--- config.mk ---
export PLATFORM = sky130hd
export DESIGN_NAME = pipe_stage_reg
export DESIGN_NICKNAME = d
export VERILOG_FILES = /design/src/rtl/pipe_stage_reg_pkg.sv /design/src/rtl/pipe_stage_reg_entry.sv /design/src/rtl/pipe_stage_reg.sv
export SDC_FILE = /design/constraint.sdc
export NUM_CORES = 1
export LEC_CHECK = 0
export BUFFER_PORTS_ARGS = -buffer_cell sky130_fd_sc_hd__buf_2
export CORE_ASPECT_RATIO = 1.25
export CORE_MARGIN = 4
export CORE_UTILIZATION = 55
export DETAILED_ROUTE_END_ITERATION = 7
export PLACE_DENSITY = 0.87
export SYNTH_ARGS = -nofsm -noshare
export SYNTH_HDL_FRONTEND = slang
export SYNTH_SLANG_ARGS = --single-unit
--- constraint.sdc ---
create_clock -name clk -period 3.1 [get_ports clk]
set_clock_uncertainty 0.2 [all_clocks]
set_input_delay 0.465 -clock clk [delete_from_list [all_inputs] [get_ports clk]]
set_output_delay 0.465 -clock clk [all_outputs]
set_load 0.02 [all_outputs]
--- src/rtl/pipe_stage_reg_pkg.sv ---
// Shared constants for the generic pipeline stage register: stage indices,
// default ctrl vector widths and the occupancy encodings of a stage.
package pipe_stage_reg_pkg;

  localparam int STG_IF     = 0;
  localparam int STG_ID     = 1;
  localparam int STG_ID_EX  = 2;
  localparam int STG_EX_MEM = 3;
  localparam int STG_MEM_WB = 4;

  localparam int STALL_W_DEF = 6;
  localparam int FLUSH_W_DEF = 5;

  // Occupancy is encoded as {skid_valid, main_valid}, so no separate state register exists.
  localparam logic [1:0] ST_EMPTY = 2'b00;
  localparam logic [1:0] ST_ONE   = 2'b01;
  localparam logic [1:0] ST_FULL  = 2'b11;

endpackage

--- src/rtl/pipe_stage_reg_entry.sv ---
// One valid+data holding register with asynchronous reset.
// A clear takes priority over a load.
module pipe_stage_reg_entry #(
  parameter int DATA_W      = 32,
  parameter int ZERO_ON_CLR = 1
) (
  input  logic              clk,
  input  logic              rst_n,
  input  logic              load,
  input  logic              clr,
  input  logic [DATA_W-1:0] d,
  output logic              valid,
  output logic [DATA_W-1:0] data
);

  always_ff @(posedge clk or negedge rst_n) begin
    if (!rst_n) begin
      valid <= 1'b0;
      data  <= '0;
    end else if (clr) begin
      valid <= 1'b0;
      // A zeroed payload decodes as a nop in every stage.
      if (ZERO_ON_CLR != 0) data <= '0;
    end else if (load) begin
      valid <= 1'b1;
      data  <= d;
    end
  end

endmodule

--- src/rtl/pipe_stage_reg.sv ---
// Generic pipeline stage register: valid/ready handshake, optional skid entry,
// ctrl stall/flush compatibility and a saturating stall-cycle counter.
module pipe_stage_reg
  import pipe_stage_reg_pkg::*;
#(
  parameter int DATA_W      = 32,
  parameter int STAGE_IDX   = STG_ID_EX,
  parameter int STALL_W     = STALL_W_DEF,
  parameter int FLUSH_W     = FLUSH_W_DEF,
  parameter int SKID_EN     = 1,
  parameter int ZERO_ON_CLR = 1,
  parameter int CNT_W       = 16
) (
  input  logic               clk,
  input  logic               rst_n,
  input  logic [STALL_W-1:0] stall_i,
  input  logic [FLUSH_W-1:0] flush_i,
  input  logic               in_valid_i,
  input  logic [DATA_W-1:0]  in_data_i,
  output logic               in_ready_o,
  output logic               out_valid_o,
  output logic [DATA_W-1:0]  out_data_o,
  input  logic               out_ready_i,
  output logic [CNT_W-1:0]   stall_cnt_o,
  input  logic               cnt_clr_i
);

  localparam logic [CNT_W-1:0] CNT_MAX = '1;

  logic              up_hold, dn_hold, fl;
  logic              accept, drain;
  logic              main_valid, skid_valid;
  logic [DATA_W-1:0] main_data, skid_data, main_d;
  logic              main_load, main_clr, main_from_skid;
  logic              skid_load, skid_clr;
  logic [1:0]        state;
  logic [CNT_W-1:0]  cnt_reg;
  logic              unused_ctrl;

  assign up_hold = stall_i[STAGE_IDX];
  assign dn_hold = stall_i[STAGE_IDX+1];
  assign fl      = flush_i[STAGE_IDX];
  // Other stages' ctrl bits are intentionally ignored here.
  assign unused_ctrl = ^{stall_i, flush_i};

  if (SKID_EN != 0) begin : g_ready_skid
    assign in_ready_o = !skid_valid && !up_hold;
  end else begin : g_ready_comb
    assign in_ready_o = (!main_valid || (out_ready_i && !dn_hold)) && !up_hold;
  end

  assign accept = in_valid_i && in_ready_o;
  assign drain  = main_valid && out_ready_i && !dn_hold;
  assign state  = {skid_valid, main_valid};

  // Bubble insertion is the ONE/drain/no-accept case: main clears behind the drain.
  always_comb begin
    main_load      = 1'b0;
    main_clr       = 1'b0;
    main_from_skid = 1'b0;
    skid_load      = 1'b0;
    skid_clr       = 1'b0;
    if (fl) begin
      main_clr = 1'b1;
      skid_clr = 1'b1;
    end else begin
      case (state)
        ST_EMPTY: main_load = accept;
        ST_ONE: begin
          if (accept && drain)  main_load = 1'b1;
          else if (accept)      skid_load = 1'b1;
          else if (drain)       main_clr  = 1'b1;
        end
        ST_FULL: begin
          if (drain) begin
            main_load      = 1'b1;
            main_from_skid = 1'b1;
            skid_clr       = 1'b1;
          end
        end
        default: ;
      endcase
    end
  end

  assign main_d = main_from_skid ? skid_data : in_data_i;

  pipe_stage_reg_entry #(
    .DATA_W      (DATA_W),
    .ZERO_ON_CLR (ZERO_ON_CLR)
  ) u_main (
    .clk   (clk),
    .rst_n (rst_n),
    .load  (main_load),
    .clr   (main_clr),
    .d     (main_d),
    .valid (main_valid),
    .data  (main_data)
  );

  if (SKID_EN != 0) begin : g_skid
    pipe_stage_reg_entry #(
      .DATA_W      (DATA_W),
      .ZERO_ON_CLR (ZERO_ON_CLR)
    ) u_skid (
      .clk   (clk),
      .rst_n (rst_n),
      .load  (skid_load),
      .clr   (skid_clr),
      .d     (in_data_i),
      .valid (skid_valid),
      .data  (skid_data)
    );
  end else begin : g_no_skid
    logic unused_skid;
    assign skid_valid  = 1'b0;
    assign skid_data   = '0;
    assign unused_skid = skid_load | skid_clr;
  end

  always_ff @(posedge clk or negedge rst_n) begin
    if (!rst_n) begin
      cnt_reg <= '0;
    end else if (cnt_clr_i) begin
      cnt_reg <= '0;
    end else if ((up_hold || (in_valid_i && !in_ready_o)) && cnt_reg != CNT_MAX) begin
      cnt_reg <= cnt_reg + 1'b1;
    end
  end

  assign out_valid_o = main_valid;
  assign out_data_o  = main_data;
  assign stall_cnt_o = cnt_reg;

endmodule

==> run_results.csv, run 1 <==
group,metric,value,unit
status,status,"finished clean",
worst_setup_path,cpPeakStageDelay,0.48,ns
clock_tree,cts_sinks,82,
worst_setup_path,cp.required,3.17,ns
grt,grt_overflow_total,0,
yosys,yosysSeqAreaShare,0.523,
worst_setup_path,r2r_end,"u_main.data[4]",
cells_and_area,drive_gt1_frac,0.279,
floorplanning,chipWidth,83.5,µm
cells_and_area,area_growth,18.5,%
timing,max_freq,474,MHz
cells_and_area,stdcell_area,0.00465,mm²
grt,track_usage,0.213,
power_and_ir_drop,p_leak,2.35,nW
yosys,synth_most_common_cell,"dfrtp_1",
yosys,yosysWarnings,0,
clock_tree,htreeDepth,3,
yosys,yosysTopAreaCell,"dfrtp_1",
power_and_ir_drop,power.density,461,mW/mm²
route,firstDrtPassIters,5,
yosys,synth_cells,367,
route,vias_per_cell,5.74,
power_and_ir_drop,vdd_drop_max,0.270,mV
clock_tree,cts-root-buf,"clkbuf_8",
worst_setup_path,critPathCaptureType,"flip-flop",
floorplanning,num_rows,34,
clock_tree,cts_buffers,9,
route,ant_nets,0,
placement,place_congestion,0.875,
cells_and_area,nNetsFinal,499,
worst_setup_path,worstPathArrival,2.18,ns
min_path,hold_path.class,"input pin to async pin",
worst_setup_path,cp_cell_sequence,"or3b_4 > a221o_1 > buf_4 > o2bb2ai_1",
floorplanning,core,0.00693,mm²
yosys,ys.flop_type,"dfrtp_1",
clock_tree,clk-insertion-delay-late,0.34,ns
route,drtIter0Drc,129,
timing,finalSetupTns,0,ns
placement,port-buffer-count,89,
floorplanning,die_y,102,µm
grt,grt_pass1_wl,14700,µm
grt,antenna_found_initial,0,
timing,finalSetupViolCount,0,
power_and_ir_drop,totalPowerFinal,0.00214,W
clock_tree,tritoncts,"built",
yosys,synth_commonest_cells,"82 x dfrtp_1, 41 x nand2_1, 36 x o31ai_1, 34 x inv_1, 33 x mux2i_1",
worst_setup_path,path_class,"flip-flop to flip-flop",
yosys,synthesis.nets,416,
timing,slew_viol_final,0,
worst_setup_path,cp-start-kind,"flip-flop",
cells_and_area,antenna_cells,0,
timing,relSlewSlack,0.322,
route,wl_per_cell,16.1,µm
yosys,synth.top_cells.by_area,"dfrtp_1 52%, mux2i_1 8.4%, o2bb2ai_1 7.1%",
timing,worstMarginPinSlew,1.02,ns
worst_setup_path,critPathMaxFanout,26,
floorplanning,dieArea,0.00856,mm²
placement,dp.cells,529,
clock_tree,cts.hold.buffers_added,0,
route,finalWirelength,8770,µm
route,drc,0,
grt,grt_max_degree,83,
yosys,synth_edf_count,0,
timing,rsz0062_at_grt,"false",
yosys,synth_top_area_frac,0.523,
clock_tree,cts_setup_buffers,0,
floorplanning,initial_core_util,0.566,
worst_setup_path,ff2ff_path_depth,4,
yosys,yosysUniqueCellTypes,37,
timing,hold_violations,0,
clock_tree,ctsLongestPathBuffers,2,
grt,first_global_vias,3136,
cells_and_area,final_cells,545,
yosys,async_flop_share,1.00,
route,vias,3126,
timing,period_minus_slack,2.11,ns
placement,dpl-instance-area,0.00444,mm²
worst_setup_path,crit_slowest_cell,"dfrtp_1",
clock_tree,cts_resized,0,
yosys,ys_ff_latch,82,
flow_run,max_cap_viol_count,0,
cells_and_area,fillers,548,
yosys,syn_avg_cell_area,10.7,µm²
timing,fin_crit_sh,0.680,
floorplanning,pin_count,98,
yosys,netlist_area,0.00392,mm²
worst_setup_path,r2r_start,"g_skid.u_skid.valid",
placement,hpwl,5960,µm
clock_tree,cts.reportedPaths.clkPinSlew,0.09,ns
worst_setup_path,reg2reg_slack,0.99,ns
[cell usage in the layout (no fill, tap or decap), types with 2 or more instances in the layout]
master / synthesis / routed
mux2i_1: 33 / 33
o31ai_1: 36 / 36
and4_1: 2 / 2
nor2b_1: 8 / 8
nand2_1: 41 / 41
dfrtp_1: 82 / 82
or3_1: 5 / 5
buf_4: 0 / 7
nand2b_1: 3 / 3
a21oi_1: 14 / 14
clkbuf_8: 0 / 10
nand4_1: 5 / 5
or4_1: 3 / 3
clkinv_4: 0 / 3
mux2_2: 7 / 7
o21ai_0: 4 / 4
inv_1: 34 / 34
nor2_1: 10 / 10
o2bb2ai_1: 32 / 32
buf_2: 10 / 88
nand3_1: 5 / 4
a21boi_2: 1 / 2
and2_1: 2 / 2
[cell type report]
type,instances,area [µm²],area share
sequential,82,2050,0.441
multi-input combinational,227,1630,0.351
timing repair buffer,96,513,0.110
tap,90,113,0.0242
clock buffer,10,138,0.0296
inverter,34,128,0.0274
clock inverter,6,75.1,0.0161
[how the worst max path moves through the flow]
stage	startpoint	endpoint	slack, ns	cells after the start
global route	stall_cnt_o[0]	stall_cnt_o[14]	0.86	5
global placement	out_ready_i	u_main.data[5]	0.83	6
finish	g_skid.u_skid.valid	u_main.data[4]	0.99	4
detailed placement	out_ready_i	u_main.data[5]	0.74	6
CTS	g_skid.u_skid.valid	u_main.data[4]	0.98	4
floorplan	stall_cnt_o[0]	stall_cnt_o[14]	1.10	5
[cells by family after synthesis]
family | share of synthesized area
adder cells (fa/ha/maj) | 0.00319
buffers and inverters | 0.0663
multiplexers | 0.104
flip-flops | 0.523
AND/OR/NAND/NOR | 0.121
AO/OA/AOI/OAI | 0.182
[layer usage]
layer / global-route usage / wire [µm] / up-vias
met4: 0.0990 / 185 / 0
met5: 0 / 0 / -
met1: 0.264 / 3710 / 1528
li1: - / - / 1479
met2: 0.365 / 4370 / 102
met3: 0.0435 / 512 / 17
[where the power goes]
| group | switching, W | internal, W |
|---|---|---|
| Combinational | 0.000141 | 0.0000765 |
| Sequential | 0.0000216 | 0.00110 |
| Clock | 0.000401 | 0.000404 |
| Total | 0.000564 | 0.00158 |
[stage by stage]
stage / hold WS, ns / worst slack, ns / utilization
after global routing: 0.130 / 0.865 / 0.671
after global placement: 0.266 / 0.832 / 0.640
after detailed placement: 0.269 / 0.740 / 0.640
after floorplan: -0.0306 / 1.10 / -
after CTS: 0.117 / 0.981 / 0.671
final: 0.0737 / 0.992 / 0.671
[worst max-delay path, delay by kind of cell (launching register included)]
kind / cells / cell delay [ns]
compound gates: 2 / 0.61
flops: 1 / 0.48
simple gates: 1 / 0.47
buf+inv: 1 / 0.27
[flip-flops by register name (all words and copies together) (netlist names)]
register and flops:
g_skid.u_skid.data 32, u_main.data 32, g_skid.u_skid.valid 1, u_main.valid 1, stall_cnt_o 16
Note: power is estimated with default switching activity, not from simulation.
==> inputs of run 2 (changes only) <==
Settings changed: CORE_UTILIZATION 55 to 53, PLACE_DENSITY 0.87 to 0.85.
Clock period 3.1 ns to 2.1 ns, I/O delays scaled along.
==> run 2 against run 1 <==
Compared with the run above: sequential cell count is the same; worst setup slack lost 0.85 ns; global-route usage grew 2.0 points; clock power grew 49%; total power grew 52%; worst hold slack lost 0.047 ns; non-clock buffer count grew 45; combinational power grew 79%; via count grew 8.2%; register-to-register slack lost 0.85 ns; wire length grew 15%; cell area grew 9.7%; critical path type unchanged; critical endpoint is now stall_cnt_o[11]; largest cell class unchanged; highest routed layer unchanged.
==> run_results.csv, run 2 (synthesized netlist as in run 1, its figures left out) <==
group,metric,value,unit
timing,slew_viol_final,0,
power_and_ir_drop,power.density,637,mW/mm²
worst_setup_path,reg2reg_slack,0.14,ns
timing,hold_violations,0,
power_and_ir_drop,p_int,0.00236,W
grt,track_usage,0.233,
worst_setup_path,crit_slowest_cell,"dfrtp_1",
worst_setup_path,crit_family,"simple AND/OR/NAND/NOR gates",
floorplanning,dieArea,0.00885,mm²
route,wl_per_cell,17.2,µm
route,drc,0,
min_path,hp-start,"in_data_i[31]",
worst_setup_path,cp_cell_sequence,"and4_1 > nand4_1 > nor4_2 > mux2_2",
worst_setup_path,cp-start-kind,"flip-flop",
worst_setup_path,crit_path_start,"stall_cnt_o[3]",
timing,max_freq,511,MHz
placement,port-buffer-count,89,
route,finalWirelength,10100,µm
power_and_ir_drop,p_clk_frac,0.370,
cells_and_area,antenna_cells,0,
placement,place_congestion,0.850,
grt,first_global_vias,3503,
power_and_ir_drop,p_leak,2.57,nW
power_and_ir_drop,power_frac_seq,0.510,
clock_tree,cts-root-buf,"clkbuf_8",
clock_tree,ctsLongestPathBuffers,2,
worst_setup_path,cpPeakStageDelay,0.42,ns
timing,worstMarginPinSlew,0.428,ns
status,status,"finished clean",
clock_tree,cts_setup_buffers,0,
route,drtIter0Drc,115,
cells_and_area,area_growth,30.0,%
power_and_ir_drop,vdd_drop_max,0.347,mV
route,vias,3383,
cells_and_area,layout_common_cells,"88 x buf_2, 82 x dfrtp_1, 41 x nand2_1",
clock_tree,clk-insertion-delay-late,0.35,ns
worst_setup_path,worstPathArrival,1.99,ns
timing,period_minus_slack,1.96,ns
floorplanning,initial_core_util,0.555,
clock_tree,htreeDepth,3,
worst_setup_path,r2r_end,"stall_cnt_o[11]",
floorplanning,num_rows,34,
floorplanning,core,0.00706,mm²
grt,grt_overflow_total,0,
timing,finalSetupTns,0,ns
clock_tree,cts_sinks,82,
floorplanning,die_y,104,µm
cells_and_area,final_common_cell,"buf_2",
worst_setup_path,critPathCaptureType,"flip-flop",
worst_setup_path,crit_buf_inv,0,
min_path,hold_path.class,"input pin to flip-flop",
power_and_ir_drop,p_sw_frac,0.273,
route,firstDrtPassIters,4,
grt,grt_max_degree,83,
power_and_ir_drop,p_comb_frac,0.120,
timing,fin_crit_sh,0.932,
floorplanning,pin_count,98,
grt,grt_pass1_wl,16700,µm
worst_setup_path,cp.required,2.13,ns
min_path,holdPathStages,3,
floorplanning,chipWidth,84.9,µm
grt,antenna_found_initial,0,
cells_and_area,drive_gt1_frac,0.282,
worst_setup_path,r2r_start,"stall_cnt_o[3]",
cells_and_area,nNetsFinal,544,
clock_tree,tritoncts,"built",
timing,rsz0062_at_grt,"false",
route,ant_nets,0,
power_and_ir_drop,totalPowerFinal,0.00325,W
placement,hpwl,6380,µm
min_path,min_to,"g_skid.u_skid.data[31]",
worst_setup_path,ff2ff_path_depth,4,
worst_setup_path,path_class,"flip-flop to flip-flop",
clock_tree,cts_buffers,9,
timing,whs,0.0269,ns
route,vias_per_cell,5.73,
clock_tree,cts.reportedPaths.clkPinSlew,0.09,ns
power_and_ir_drop,switchingPower,0.000888,W
worst_setup_path,critPathMaxFanout,6,
timing,finalSetupViolCount,0,
flow_run,max_cap_viol_count,0,
timing,relSlewSlack,0.713,
run 2: worst max path at each step:
stage | end | slack (ns) | cells after the start
after CTS | stall_cnt_o[11] | 0.05 | 5
after detailed placement | u_main.data[28] | 0.09 | 6
after global routing | stall_cnt_o[15] | 0.04 | 5
after global placement | stall_cnt_o[5] | 0.15 | 4
after floorplan | stall_cnt_o[14] | 0.1 | 5
final | stall_cnt_o[11] | 0.14 | 4
run 2: metal layers:
layer | track usage | up-vias | routed length, µm
met5 | 0 | - | 0
met4 | 0.107 | 0 | 287
met3 | 0.0396 | 23 | 490
met2 | 0.401 | 114 | 5260
met1 | 0.281 | 1677 | 4090
li1 | - | 1569 | -
run 2: worst reg2reg max path: stages (launching register included):
cell and delay [ns]:
dfrtp_1 0.42, and4_1 0.27, nand4_1 0.21, nor4_2 0.35
mux2_2 0.39
run 2: what timing repair did:
item	CTS	global route
hold buffers	32	0
resized for setup	0	2
endpoints found under the hold margin	113	0
endpoints found under the setup margin	0	7
run 2: layout make-up:
| class | count | area [µm²] |
|---|---|---|
| sequential | 82 | 2050 |
| fill | 493 | 1960 |
| multi-input combinational | 227 | 1640 |
| timing repair buffer | 141 | 956 |
| inverter | 34 | 128 |
| clock buffer | 9 | 124 |
| tap | 90 | 113 |
| clock inverter | 7 | 85.1 |
run 2: power groups by stage:
stage | registers, W | clock network, W | logic (W)
floorplan | 0.00173 | 0 | 0.000131
global placement | 0.00168 | 0 | 0.000335
detailed placement | 0.00169 | 0 | 0.000343
CTS | 0.00166 | 0.00123 | 0.000391
global route | 0.00166 | 0.00130 | 0.000424
finish | 0.00166 | 0.00120 | 0.000390
run 2: stage by stage:
stage	instance area [µm²]	worst slack, ns	util	cells
floorplan	3920	0.0954	-	367
global placement	4560	0.151	0.646	542
detailed placement	4560	0.0915	0.646	542
CTS	5090	0.0507	0.721	590
global route	5100	0.0351	0.722	590
finish	5100	0.143	0.722	590
==> inputs of run 3 (changes only) <==
Settings changed: PLACE_DENSITY 0.85 to unset, PLACE_DENSITY_LB_ADDON set to 0.2.
==> run 3 against run 2 <==
Compared with the run above: global-route usage is 1.1 points lower; die area unchanged; wire length shrank 6.0%; first-iteration DRC count up 26%; non-clock buffer count increased by 7; sequential cell count stayed put; fmax fell by 1.0%; count of clock-buffer cells in the layout stayed put; cell area up 1.8%; sequential power is essentially flat; critical path type unchanged; largest cell class unchanged.
==> run_results.csv, run 3 (synthesized netlist as in run 1, its figures left out) <==
group,metric,value,unit
placement,port-buffer-count,89,
min_path,hp-start,"in_data_i[17]",
timing,max_freq,506,MHz
power_and_ir_drop,power_frac_seq,0.469,
route,firstDrtPassIters,4,
worst_setup_path,crit_family,"simple AND/OR/NAND/NOR gates",
worst_setup_path,cp-start-kind,"flip-flop",
timing,fin_crit_sh,0.942,
clock_tree,htreeDepth,3,
grt,grt_pass1_wl,16000,µm
floorplanning,die_y,104,µm
power_and_ir_drop,p_leak,2.63,nW
worst_setup_path,critPathMaxFanout,8,
floorplanning,num_rows,34,
status,status,"finished clean",
placement,dp.cells,544,
cells_and_area,antenna_cells,0,
cells_and_area,final_common_cell,"buf_2",
route,drtIter0Drc,145,
worst_setup_path,cp_cell_sequence,"buf_4 > a21o_2 > nand4_1 > nor4_2 > mux2_2",
power_and_ir_drop,vdd_drop_max,0.425,mV
route,vias_per_cell,5.46,
floorplanning,chipWidth,84.9,µm
cells_and_area,fin_util,0.735,
power_and_ir_drop,p_int,0.00270,W
grt,track_usage,0.222,
cells_and_area,fillers,527,
timing,slew_viol_final,0,
flow_run,max_cap_viol_count,0,
worst_setup_path,crit_slowest_cell,"mux2_2",
timing,relSlewSlack,0.730,
route,finalWirelength,9510,µm
worst_setup_path,cp.required,2.14,ns
grt,antenna_found_initial,0,
min_path,min_to,"g_skid.u_skid.data[17]",
clock_tree,tritoncts,"built",
timing,finalSetupViolCount,0,
power_and_ir_drop,p_comb_frac,0.115,
worst_setup_path,worstPathArrival,2.02,ns
clock_tree,cts.reportedPaths.clkPinSlew,0.08,ns
floorplanning,pin_count,98,
power_and_ir_drop,switchingPower,0.000818,W
floorplanning,core,0.00706,mm²
power_and_ir_drop,power.density,678,mW/mm²
route,wl_per_cell,16.0,µm
route,vias,3248,
cells_and_area,layout_common_cells,"88 x buf_2, 82 x dfrtp_1, 41 x nand2_1",
route,drc,0,
worst_setup_path,crit_buf_inv,1,
grt,grt_max_degree,39,
timing,worstMarginPinSlew,0.403,ns
worst_setup_path,cpPeakStageDelay,0.36,ns
worst_setup_path,path_class,"flip-flop to flip-flop",
worst_setup_path,reg2reg_slack,0.12,ns
timing,period_minus_slack,1.98,ns
floorplanning,dieArea,0.00885,mm²
power_and_ir_drop,p_sw_frac,0.232,
route,ant_nets,0,
clock_tree,ctsLongestPathBuffers,2,
timing,rsz0062_at_grt,"false",
clock_tree,cts_sinks,82,
grt,first_global_vias,3298,
floorplanning,initial_core_util,0.555,
placement,hpwl,6380,µm
worst_setup_path,critPathCaptureType,"flip-flop",
worst_setup_path,r2r_end,"stall_cnt_o[11]",
worst_setup_path,r2r_start,"g_skid.u_skid.valid",
worst_setup_path,ff2ff_path_depth,5,
clock_tree,cts_buffers,9,
cells_and_area,drive_gt1_frac,0.289,
grt,grt_overflow_total,0,
clock_tree,clk-insertion-delay-late,0.35,ns
placement,place_congestion,0.839,
min_path,hold_path.class,"input pin to flip-flop",
power_and_ir_drop,p_clk_frac,0.415,
timing,hold_violations,0,
cells_and_area,final_cells,595,
cells_and_area,area_growth,32.4,%
cells_and_area,nNetsFinal,551,
clock_tree,cts-root-buf,"clkbuf_8",
min_path,holdPathStages,3,
[run 3: worst max path at each step]
stage                        start               to  cells past startpoint
2_1_floorplan       stall_cnt_o[0]  stall_cnt_o[14]                      5
3_3_place_gp            in_valid_i  u_main.data[31]                      6
3_5_place_dp            in_valid_i  u_main.data[24]                      6
4_1_cts             stall_cnt_o[0]   stall_cnt_o[3]                      5
5_1_grt             stall_cnt_o[0]  stall_cnt_o[14]                      5
6_report       g_skid.u_skid.valid  stall_cnt_o[11]                      5
[run 3: cell type report]
type / count / area, µm² / area share
Multi-Input combinational cell: 227 / 1650 / 0.318
Timing Repair Buffer: 148 / 996 / 0.192
Clock buffer: 9 / 124 / 0.0239
Tap cell: 90 / 113 / 0.0217
Inverter: 34 / 128 / 0.0246
Sequential cell: 82 / 2050 / 0.395
Clock inverter: 5 / 129 / 0.0248
[run 3: tightest hold or removal path, stage by stage]
cell and delay, ns:
buf_2 0.10, nand2_1 0.05, o31ai_1 0.05
[run 3: stage by stage]
step | setup TNS [ns] | total power (W) | hold WS, ns | worst slack [ns] | instance area [µm²]
floorplan | 0 | 0.00186 | -0.181 | 0.0954 | 3920
global placement | -0.965 | 0.00203 | 0.0165 | -0.0799 | 4570
detailed placement | -1.22 | 0.00204 | 0.0161 | -0.122 | 4570
CTS | 0 | 0.00354 | 0.00230 | 0.00903 | 5140
global route | 0 | 0.00368 | 0.0404 | 0.0285 | 5190
finish | 0 | 0.00352 | 0.00607 | 0.123 | 5190
[run 3: power groups by stage]
stage	sequential (W)	clock, W	combinational, W
floorplan	0.00173	0	0.000131
global placement	0.00168	0	0.000346
detailed placement	0.00168	0	0.000354
CTS	0.00165	0.00149	0.000401
global route	0.00166	0.00157	0.000445
finish	0.00165	0.00146	0.000406
[run 3: what timing repair did]
item / 4_1_cts / 5_1_grt
setup endpoints to repair: 0 / 22
hold endpoints to repair: 88 / 0
resized for setup: 0 / 2
hold buffers: 32 / 0
setup buffers: 0 / 5
[run 3: routing by layer]
metal	vias to the layer above	part of all wire	GRT usage
li1	1581	-	-
met1	1586	0.44	0.290
met2	71	0.51	0.374
met3	10	0.040	0.0475
met4	0	0.0099	0.0543
met5	-	0	0
